--- src/rtl/wir_param_if.sv ---
// Wrapper instruction register port bundle: WSP control strobes in,
// decoded instruction, WBR controls and error flags out.
interface wir_param_if #(
  parameter int WIR_WIDTH = 6
) ();
  logic                 WSI;
  logic                 SelectWIR;
  logic                 CaptureWR;
  logic                 ShiftWR;
  logic                 UpdateWR;
  logic                 wir_so;
  logic [WIR_WIDTH-1:0] instr;
  logic                 wpp_bypass;
  logic                 extest;
  logic                 intest;
  logic                 scanmode;
  logic                 mbistmode;
  logic                 wbr_concat;
  logic                 hold_inputs;
  logic                 hold_outputs;
  logic                 wse_inputs;
  logic                 wse_outputs;
  logic                 len_err;
  logic                 proto_err;

  modport master (
    output WSI, SelectWIR, CaptureWR, ShiftWR, UpdateWR,
    input  wir_so, instr, wpp_bypass, extest, intest, scanmode, mbistmode,
           wbr_concat, hold_inputs, hold_outputs, wse_inputs, wse_outputs,
           len_err, proto_err
  );

  modport slave (
    input  WSI, SelectWIR, CaptureWR, ShiftWR, UpdateWR,
    output wir_so, instr, wpp_bypass, extest, intest, scanmode, mbistmode,
           wbr_concat, hold_inputs, hold_outputs, wse_inputs, wse_outputs,
           len_err, proto_err
  );
endinterface

--- src/rtl/wir_param.sv ---
// Parameterised wrapper instruction register: capture/shift/update via WSP
// strobes, one-hot mode decode, WBR hold/shift-enable and sticky error flags.
module wir_param #(
  parameter int                   WIR_WIDTH   = 6,
  parameter logic [WIR_WIDTH-1:0] CAPTURE_VAL = WIR_WIDTH'(1),
  parameter bit                   CNT_CHECK   = 1'b1,
  parameter int                   OP_BYPASS   = 0,
  parameter int                   OP_EXTEST   = 1,
  parameter int                   OP_INTEST   = 2,
  parameter int                   OP_SCAN     = 3,
  parameter int                   OP_MBIST    = 4,
  parameter int                   OP_CONCAT   = 5
) (
  input  logic      WRCK,
  input  logic      WRSTN,
  wir_param_if.slave bus
);

  // Counter must reach WIR_WIDTH+1 so an over-long shift is distinguishable.
  localparam int CNT_W = $clog2(WIR_WIDTH + 2);
  localparam logic [CNT_W-1:0] CNT_FULL = CNT_W'(WIR_WIDTH);
  localparam logic [CNT_W-1:0] CNT_SAT  = CNT_W'(WIR_WIDTH + 1);
  localparam logic [CNT_W-1:0] CNT_ONE  = CNT_W'(1);

  localparam logic [WIR_WIDTH-1:0] OPC_BYPASS = WIR_WIDTH'(OP_BYPASS);
  localparam logic [WIR_WIDTH-1:0] OPC_EXTEST = WIR_WIDTH'(OP_EXTEST);
  localparam logic [WIR_WIDTH-1:0] OPC_INTEST = WIR_WIDTH'(OP_INTEST);
  localparam logic [WIR_WIDTH-1:0] OPC_SCAN   = WIR_WIDTH'(OP_SCAN);
  localparam logic [WIR_WIDTH-1:0] OPC_MBIST  = WIR_WIDTH'(OP_MBIST);
  localparam logic [WIR_WIDTH-1:0] OPC_CONCAT = WIR_WIDTH'(OP_CONCAT);

  logic [WIR_WIDTH-1:0] shiftReg_q, shiftReg_d;
  logic [WIR_WIDTH-1:0] instr_q, instr_d;
  logic [CNT_W-1:0]     cnt_q, cnt_d;
  logic                 lenErr_q, lenErr_d;
  logic                 protoErr_q, protoErr_d;
  logic                 multiStrobe;

  logic modeBypass, modeExtest, modeIntest, modeScan, modeMbist, modeConcat;

  assign multiStrobe = (bus.CaptureWR & bus.ShiftWR) |
                       (bus.CaptureWR & bus.UpdateWR) |
                       (bus.ShiftWR & bus.UpdateWR);

  // Conflicting strobes only flag an error; every other register holds.
  always_comb begin
    shiftReg_d = shiftReg_q;
    instr_d    = instr_q;
    cnt_d      = cnt_q;
    lenErr_d   = lenErr_q;
    protoErr_d = protoErr_q;
    if (bus.SelectWIR) begin
      if (multiStrobe) begin
        protoErr_d = 1'b1;
      end else if (bus.CaptureWR) begin
        shiftReg_d = CAPTURE_VAL;
        cnt_d      = '0;
      end else if (bus.ShiftWR) begin
        shiftReg_d = {bus.WSI, shiftReg_q[WIR_WIDTH-1:1]};
        if (cnt_q != CNT_SAT) begin
          cnt_d = cnt_q + CNT_ONE;
        end
      end else if (bus.UpdateWR) begin
        cnt_d = '0;
        if (!CNT_CHECK || (cnt_q == CNT_FULL)) begin
          instr_d = shiftReg_q;
        end else begin
          lenErr_d = 1'b1;
        end
      end
    end
  end

  always_ff @(posedge WRCK or negedge WRSTN) begin
    if (!WRSTN) begin
      shiftReg_q <= '0;
      instr_q    <= OPC_BYPASS;
      cnt_q      <= '0;
      lenErr_q   <= 1'b0;
      protoErr_q <= 1'b0;
    end else begin
      shiftReg_q <= shiftReg_d;
      instr_q    <= instr_d;
      cnt_q      <= cnt_d;
      lenErr_q   <= lenErr_d;
      protoErr_q <= protoErr_d;
    end
  end

  // Unrecognised opcodes fall through to bypass, keeping the decode one-hot.
  always_comb begin
    modeBypass = 1'b0;
    modeExtest = 1'b0;
    modeIntest = 1'b0;
    modeScan   = 1'b0;
    modeMbist  = 1'b0;
    modeConcat = 1'b0;
    if (instr_q == OPC_EXTEST) begin
      modeExtest = 1'b1;
    end else if (instr_q == OPC_INTEST) begin
      modeIntest = 1'b1;
    end else if (instr_q == OPC_SCAN) begin
      modeScan = 1'b1;
    end else if (instr_q == OPC_MBIST) begin
      modeMbist = 1'b1;
    end else if (instr_q == OPC_CONCAT) begin
      modeConcat = 1'b1;
    end else begin
      modeBypass = 1'b1;
    end
  end

  assign bus.wir_so       = bus.SelectWIR ? shiftReg_q[0] : 1'b0;
  assign bus.instr        = instr_q;
  assign bus.wpp_bypass   = modeBypass;
  assign bus.extest       = modeExtest;
  assign bus.intest       = modeIntest;
  assign bus.scanmode     = modeScan;
  assign bus.mbistmode    = modeMbist;
  assign bus.wbr_concat   = modeConcat;
  assign bus.hold_inputs  = modeIntest | modeScan | modeMbist;
  assign bus.hold_outputs = modeExtest | modeIntest | modeScan | modeMbist;
  assign bus.wse_inputs   = bus.ShiftWR & ~bus.SelectWIR & (modeExtest | modeIntest | modeConcat);
  assign bus.wse_outputs  = bus.ShiftWR & ~bus.SelectWIR & (modeExtest | modeIntest | modeConcat);
  assign bus.len_err      = lenErr_q;
  assign bus.proto_err    = protoErr_q;

endmodule

--- src/flat_wrapper.sv ---
// flat-port wrapper written by rule: the top's interface ports become plain ports
module wir_param_flat 
#(
  parameter int                   WIR_WIDTH   = 6,
  parameter logic [WIR_WIDTH-1:0] CAPTURE_VAL = WIR_WIDTH'(1),
  parameter bit                   CNT_CHECK   = 1'b1,
  parameter int                   OP_BYPASS   = 0,
  parameter int                   OP_EXTEST   = 1,
  parameter int                   OP_INTEST   = 2,
  parameter int                   OP_SCAN     = 3,
  parameter int                   OP_MBIST    = 4,
  parameter int                   OP_CONCAT   = 5
)
  (WRCK, WRSTN, bus_WSI, bus_SelectWIR, bus_CaptureWR, bus_ShiftWR, bus_UpdateWR, bus_wir_so, bus_instr, bus_wpp_bypass, bus_extest, bus_intest, bus_scanmode, bus_mbistmode, bus_wbr_concat, bus_hold_inputs, bus_hold_outputs, bus_wse_inputs, bus_wse_outputs, bus_len_err, bus_proto_err);
  wir_param_if #(.WIR_WIDTH(WIR_WIDTH)) bus_i ();
  input  logic WRCK;
  input  logic WRSTN;
  input wire logic [$bits(bus_i.WSI)-1:0] bus_WSI;
  input wire logic [$bits(bus_i.SelectWIR)-1:0] bus_SelectWIR;
  input wire logic [$bits(bus_i.CaptureWR)-1:0] bus_CaptureWR;
  input wire logic [$bits(bus_i.ShiftWR)-1:0] bus_ShiftWR;
  input wire logic [$bits(bus_i.UpdateWR)-1:0] bus_UpdateWR;
  output wire logic [$bits(bus_i.wir_so)-1:0] bus_wir_so;
  output wire logic [$bits(bus_i.instr)-1:0] bus_instr;
  output wire logic [$bits(bus_i.wpp_bypass)-1:0] bus_wpp_bypass;
  output wire logic [$bits(bus_i.extest)-1:0] bus_extest;
  output wire logic [$bits(bus_i.intest)-1:0] bus_intest;
  output wire logic [$bits(bus_i.scanmode)-1:0] bus_scanmode;
  output wire logic [$bits(bus_i.mbistmode)-1:0] bus_mbistmode;
  output wire logic [$bits(bus_i.wbr_concat)-1:0] bus_wbr_concat;
  output wire logic [$bits(bus_i.hold_inputs)-1:0] bus_hold_inputs;
  output wire logic [$bits(bus_i.hold_outputs)-1:0] bus_hold_outputs;
  output wire logic [$bits(bus_i.wse_inputs)-1:0] bus_wse_inputs;
  output wire logic [$bits(bus_i.wse_outputs)-1:0] bus_wse_outputs;
  output wire logic [$bits(bus_i.len_err)-1:0] bus_len_err;
  output wire logic [$bits(bus_i.proto_err)-1:0] bus_proto_err;
  assign bus_i.WSI = bus_WSI;
  assign bus_i.SelectWIR = bus_SelectWIR;
  assign bus_i.CaptureWR = bus_CaptureWR;
  assign bus_i.ShiftWR = bus_ShiftWR;
  assign bus_i.UpdateWR = bus_UpdateWR;
  assign bus_wir_so = bus_i.wir_so;
  assign bus_instr = bus_i.instr;
  assign bus_wpp_bypass = bus_i.wpp_bypass;
  assign bus_extest = bus_i.extest;
  assign bus_intest = bus_i.intest;
  assign bus_scanmode = bus_i.scanmode;
  assign bus_mbistmode = bus_i.mbistmode;
  assign bus_wbr_concat = bus_i.wbr_concat;
  assign bus_hold_inputs = bus_i.hold_inputs;
  assign bus_hold_outputs = bus_i.hold_outputs;
  assign bus_wse_inputs = bus_i.wse_inputs;
  assign bus_wse_outputs = bus_i.wse_outputs;
  assign bus_len_err = bus_i.len_err;
  assign bus_proto_err = bus_i.proto_err;
  wir_param #(.WIR_WIDTH(WIR_WIDTH), .CAPTURE_VAL(CAPTURE_VAL), .CNT_CHECK(CNT_CHECK), .OP_BYPASS(OP_BYPASS), .OP_EXTEST(OP_EXTEST), .OP_INTEST(OP_INTEST), .OP_SCAN(OP_SCAN), .OP_MBIST(OP_MBIST), .OP_CONCAT(OP_CONCAT)) u_core (.WRCK(WRCK), .WRSTN(WRSTN), .bus(bus_i));
endmodule
--- config.mk ---
export PLATFORM = sky130hd
export DESIGN_NAME = wir_param_flat
export DESIGN_NICKNAME = d
export VERILOG_FILES = /design/src/rtl/wir_param_if.sv /design/src/rtl/wir_param.sv /design/src/flat_wrapper.sv
export SDC_FILE = /design/constraint.sdc
export NUM_CORES = 1
export LEC_CHECK = 0
export CAP_MARGIN = 20
export CORE_UTILIZATION = 50
export CTS_BUF_LIST = sky130_fd_sc_hd__clkbuf_4 sky130_fd_sc_hd__clkbuf_8
export DETAILED_ROUTE_END_ITERATION = 6
export GPL_TIMING_DRIVEN = 0
export HOLD_SLACK_MARGIN = 0.12
export PLACE_DENSITY = 0.93
export SETUP_SLACK_MARGIN = 0.05
export SYNTH_ARGS = -nofsm -noshare
export SYNTH_HDL_FRONTEND = slang
export SYNTH_SLANG_ARGS = --single-unit
--- constraint.sdc ---
create_clock -name WRCK -period 2.2 [get_ports WRCK]
set_input_delay 0.55 -clock WRCK [delete_from_list [all_inputs] [get_ports WRCK]]
set_output_delay 0.55 -clock WRCK [all_outputs]
set_load 0.05 [all_outputs]
==> results of run 1 <==
worst max-delay path, stage by stage:
cell and delay [ns]:
clkdlybuf4s15_1 0.34, clkbuf_8 0.23, o2111a_2 0.25, buf_8 0.10, buf_8 0.13
power breakdown:
| group | switching (µW) | total [µW] | leakage, µW | internal, µW |
|---|---|---|---|---|
| sequential | 124 | 542 | 0.000201 | 418 |
| clock | 98.6 | 166 | 0.0000177 | 67.7 |
| combinational | 613 | 1040 | 0.000417 | 422 |
| total | 836 | 1740 | 0.000636 | 907 |
flip-flops by register name, summed over array words and instances, names as in the netlist:
name / count
u_core.bus.instr: 6
u_core.shiftReg_q: 6
u_core.bus.len_err: 1
u_core.bus.proto_err: 1
u_core.cnt_q: 3
cell type report:
class	count	area, µm²
Timing Repair Buffer	24	224
Clock buffer	3	22.5
Buffer	6	53.8
Sequential cell	17	429
Tap cell	25	31.3
Fill cell	137	453
Inverter	3	11.3
Multi-Input combinational cell	69	572
Clock inverter	1	5.00
cells by family (layout without fill, tap and decap cells):
| logic type | after synthesis | after routing | synth area share (%) |
|---|---|---|---|
| AND/OR/NAND/NOR | 35 | 35 | 21.5 |
| multiplexers | 6 | 6 | 6.78 |
| flip-flops | 17 | 17 | 42.7 |
| buffers and inverters | 9 | 37 | 4.40 |
| XOR/XNOR | 1 | 1 | 0.880 |
| AO/OA/AOI/OAI | 23 | 23 | 19.0 |
| adder cells (fa/ha/maj) | 4 | 4 | 4.77 |
worst min path at each step:
stage	end	cells after the start
after floorplan	u_core.bus.instr[0]	0
after global placement	u_core.bus.proto_err	1
after detailed placement	u_core.bus.proto_err	1
after CTS	u_core.bus.proto_err	1
after global routing	u_core.bus.proto_err	1
final	u_core.bus.proto_err	1
per-stage QoR:
stage	area (µm²)	setup TNS, ns	util, %
2_1_floorplan	1040	0	-
3_3_place_gp	1300	-3.35	72.1
3_5_place_dp	1300	-3.66	72.1
4_1_cts	1310	0	72.8
5_1_grt	1350	-0.0219	74.9
6_report	1350	0	74.9
per-layer routing:
layer | up-vias | share of wire, % | GRT usage [%] | wire length (µm)
met5 | - | 0 | 0 | 0
met4 | 0 | 1.9 | 10.3 | 40
met3 | 5 | 5.3 | 2.35 | 112
met2 | 38 | 49 | 37.2 | 1050
met1 | 404 | 44 | 30.3 | 930
li1 | 409 | - | - | -
cell usage in the layout (no fill, tap or decap), drive strengths merged, types with 2 or more instances in the layout:
cell type	Yosys	final
dfrtp	17	17
buf	4	13
a22o	11	11
clkbuf	2	8
nand2	7	7
clkdlybuf4s50	0	7
nor2b	7	7
mux2	6	6
nor2	6	6
o211ai	4	4
nand3	3	3
ha	3	3
inv	3	3
and3	3	3
dlygate4sd2	0	2
dlymetal6s2s	0	2
nor3b	2	2
o21ai	2	2
timing repair:
| action | 4_1_cts | 5_1_grt |
|---|---|---|
| resized for setup | 70 | 16 |
| setup buffers | 1 | 0 |
| endpoints found under the setup margin | 12 | 13 |
| endpoints found under the hold margin | 0 | 0 |
| pin swaps | 1 | 2 |
==> impl_metrics.toml, run 1 <==
[sta]
setup_ws_ns = 0.0451
whs_ns = 0.460
slew-limit-headroom_pct = 53.0
fin_crit_ns = 2.15
min_period_over_period_pct = 98.0
setup_violations = 0
grt_setup_unrepaired = "yes"
finClkSkew_ns = 0.00254
hold_viol = 0
max_freq_mhz = 464
slew_violations = 0
worst_slew_pin_slew_ns = 0.703

[finish]
fin_cells = 148
nNetsFinal = 134
syn_to_final_growth_pct = 35.4
drive_gt1_share_pct = 34.1
antenna_cells = 0

[routing]
first_iter_violations = 13
routed_via_density = 5.78
drt_wl_total_um = 2130
dr.pass1.iters = 4
post-route-drc-count = 0
vias = 856
routedWlPerCell_um = 14.4
ant_nets = 0

[clock_network]
cts-buffers-inserted = 3
clkTransAtPathRegs_ns = 0.09
clk_latency_ns = 0.29
clockBufferDepth = 2
tritoncts = "built"
cts.sinks = 17
htreeDepth = 1
cts.hold.buffers_added = 0
clockRootBuffer = "clkbuf_4"

[worst_setup_path]
reg2reg_to = "u_core.bus.instr[5]"
r2r_start = "u_core.cnt_q[0]"
crit_type = "input pin to output pin"
crit_path_start = "bus_ShiftWR"
arrival_ns = 1.60
end_kind = "output pin"
r2r_cells = 5
crit_fanout = 10
start_kind = "input pin"
critical_path_required_ns = 1.65
crit_path_end = "bus_wse_outputs"
reg2reg_slack_ns = 0.44

[pwr]
finalPower_uw = 1740
leakagePower_uw = 0.000636
vdd_drop_max_v = 0.000868
powerDensity_mw_per_mm2 = 1290

[grt]
grt_pass1_wl_um = 3410
grt_max_degree = 18
grt_pass1_vias = 766
globalRoute.totalOverflow = 0
grt_antenna_before_repair = 0
grt_usage_pct = 22.8

[floorplan]
die_area_mm2 = 0.00217
num_rows = 15
pin_count = 26
initial_core_util_pct = 55.3
die_w_um = 46.6
die_h_um = 46.6
core_area_mm2 = 0.00180

[synthesis]
synth_area_leaders = "dfrtp_1 43%, a22o_1 9.7%, mux2_2 5.7%"
async_flop_share_pct = 100
seq_area_frac_synth_pct = 42.7
synth_top_area_share_pct = 42.7
synth.largest_area_cell = "dfrtp_1"
syn-cell-area_um2 = 996
synthDistinctLibCells = 34
yosys_warnings = 0
synthFlopType = "dfrtp_1"
syn_area_per_cell_um2 = 10.5
synth_nets = 105
ys_ff_latch = 17
synth_edf_count = 0
synth_commonest_cells = "17 x dfrtp_1, 11 x a22o_1, 7 x nand2_1"
synthCells = 95
post-synth-top-count-cell = "dfrtp_1"

[place]
place_ws_ns = -1.11
port_buffers = 23
place_inst = 143
post-dp-hpwl_um = 1600
gp_congestion = 0.730

[outcome]
status = "finished clean"

[run]
cap_violations = 0

[worst_hold_path]
hp-class = "register to register"
min_from = "u_core.bus.proto_err"
(Power assumes the default switching activity.)
==> run 2: changes to the inputs <==
--- a/config.mk
+++ b/config.mk
@@ -13,6 +13,7 @@
 export HOLD_SLACK_MARGIN = 0.12
 export PLACE_DENSITY = 0.93
 export SETUP_SLACK_MARGIN = 0.05
+export SLEW_MARGIN = 20
 export SYNTH_ARGS = -nofsm -noshare
 export SYNTH_HDL_FRONTEND = slang
 export SYNTH_SLANG_ARGS = --single-unit
==> constraint.sdc (replaced) <==
create_clock -name WRCK -period 2.3 [get_ports WRCK]
set_input_delay 0.575 -clock WRCK [delete_from_list [all_inputs] [get_ports WRCK]]
set_output_delay 0.575 -clock WRCK [all_outputs]
set_load 0.05 [all_outputs]
==> run 2 against run 1 <==
Setup slack improved by 0.055 ns. Cell count fell by 0.68%. Sequential power down 4%. Critical path type is now register to output pin. Critical path depth decreased by 1. Count of clock-buffer cells in the layout stayed put. Non-clock buffer count fell by 1. Sequential share of layout area grew 2.0 points. Via count shrank 0.23%.
==> impl_metrics.toml, run 2 (synthesis results as in run 1) <==
[outcome]
status = "finished clean"

[clock_network]
htreeDepth = 1
cts.hold.buffers_added = 0
tritoncts = "built"
cts-buffers-inserted = 3
cts.sinks = 17
clk_latency_ns = 0.29
clkTransAtPathRegs_ns = 0.10
clockRootBuffer = "clkbuf_4"
clockBufferDepth = 2

[worst_hold_path]
hp-class = "register to register"

[routing]
vias = 854
routed_via_density = 5.81
routedWlPerCell_um = 14.5
drt_wl_total_um = 2130
post-route-drc-count = 0
ant_nets = 0
first_iter_violations = 23
dr.pass1.iters = 4

[pwr]
vdd_drop_max_v = 0.000780
leakagePower_uw = 0.000603
powerDensity_mw_per_mm2 = 1240
finalPower_uw = 1570

[grt]
grt_max_degree = 18
grt_pass1_vias = 818
globalRoute.totalOverflow = 0
grt_pass1_wl_um = 3580
grt_antenna_before_repair = 0
grt_usage_pct = 23.6

[worst_setup_path]
crit_fanout = 8
critical_path_required_ns = 1.73
end_kind = "output pin"
start_kind = "register"
arrival_ns = 1.63
crit_type = "register to output pin"

[floorplan]
die_area_mm2 = 0.00217
num_rows = 15
pin_count = 26
die_w_um = 46.6
initial_core_util_pct = 55.3
core_area_mm2 = 0.00180
die_h_um = 46.6

[finish]
seqCellArea_um2 = 428
drive_gt1_share_pct = 30.3
syn_to_final_growth_pct = 27.1
fill_cells = 143
layout_commonest_cell = "dfrtp_1"
multiInputGateArea_um2 = 551
utilization_pct = 70.3
nNetsFinal = 133
antenna_cells = 0
mostFrequentLayoutCells = "15 x dfrtp_1, 12 x buf_2, 11 x a22o_1"

[sta]
hold_viol = 0
slew-limit-headroom_pct = 50.0
slew_violations = 0
setup_violations = 0
max_freq_mhz = 455
finClkSkew_ns = 0.00572
fin_crit_ns = 2.20
worst_slew_pin_slew_ns = 0.748
min_period_over_period_pct = 95.7
grt_setup_unrepaired = "yes"

[place]
port_buffers = 23
post-dp-hpwl_um = 1540
gp_congestion = 0.750

[run]
cap_violations = 0
-- run 2: cell types whose count changed in the layout (fill, tap and decap cells not counted), moves of 2 or more --
cell,previous run,this run
clkdlybuf4s50_1,7,9
buf_8,3,0
clkbuf_4,7,4
buf_2,5,12
-- run 2: critical path: stages, from the launching register on --
cell and delay (ns):
dfrtp_1 0.44, nor3_4 0.33, buf_4 0.17, and3_1 0.13
buf_2 0.26
-- run 2: area by class of cell --
cell class / count / area share (%)
Inverter: 3 / 0.889
Clock buffer: 3 / 1.78
Timing Repair Buffer: 24 / 14.6
Multi-Input combinational cell: 69 / 43.5
Sequential cell: 17 / 33.8
Buffer: 5 / 2.57
Tap cell: 25 / 2.47
Clock inverter: 1 / 0.395
-- run 2: path summary, 6_finish.rpt --
kind / startpoint / endpoint / slack (ns) / depth (start not counted)
min in group asynchronous: WRSTN / u_core.bus.proto_err / 0.72 / 1
worst max-delay path: u_core.bus.instr[4] / bus_hold_outputs / 0.1 / 4
max in group asynchronous: WRSTN / u_core.bus.instr[2] / 1.06 / 1
worst min register to register: u_core.bus.len_err / u_core.bus.len_err / 0.47 / 1
worst min-delay path: u_core.bus.len_err / u_core.bus.len_err / 0.47 / 1
worst max register to register: u_core.cnt_q[0] / u_core.bus.instr[4] / 0.57 / 5
-- run 2: layer usage --
metal | share of wire, % | vias up | track usage (%)
li1 | - | 406 | -
met2 | 50 | 27 | 40.8
met4 | 1.8 | 0 | 9.71
met3 | 3.9 | 7 | 2.75
met1 | 44 | 414 | 29.3
met5 | 0 | - | 0
-- run 2: repair_timing --
action	CTS	global route
hold endpoints to repair	0	0
buffers inserted	0	1
pin swaps	0	2
setup endpoints to repair	11	11
resized for setup	49	17
-- run 2: power breakdown --
group / internal, µW / switching [µW] / total [µW]
Sequential: 399 / 124 / 523
Clock: 64.7 / 92.6 / 157
Combinational: 331 / 561 / 892
Total: 795 / 778 / 1570
-- run 2: per-stage QoR --
step	setup TNS, ns	worst slack (ns)	std cells	cell area [µm²]	hold slack, ns
5_1_grt	0	0.0286	147	1270	0.494
2_1_floorplan	0	0.0490	95	1010	0.279
4_1_cts	0	0.0503	146	1300	0.478
3_3_place_gp	-3.15	-1.02	143	1280	0.440
6_report	0	0.0998	147	1270	0.473
3_5_place_dp	-3.40	-1.04	143	1280	0.454
==> run 3: changes to the inputs <==
--- a/config.mk
+++ b/config.mk
@@ -5,7 +5,6 @@
 export SDC_FILE = /design/constraint.sdc
 export NUM_CORES = 1
 export LEC_CHECK = 0
-export CAP_MARGIN = 20
 export CORE_UTILIZATION = 50
 export CTS_BUF_LIST = sky130_fd_sc_hd__clkbuf_4 sky130_fd_sc_hd__clkbuf_8
 export DETAILED_ROUTE_END_ITERATION = 6
==> results of run 3 <==
The final DEF is identical to that of run 2; final timing and power are the same.
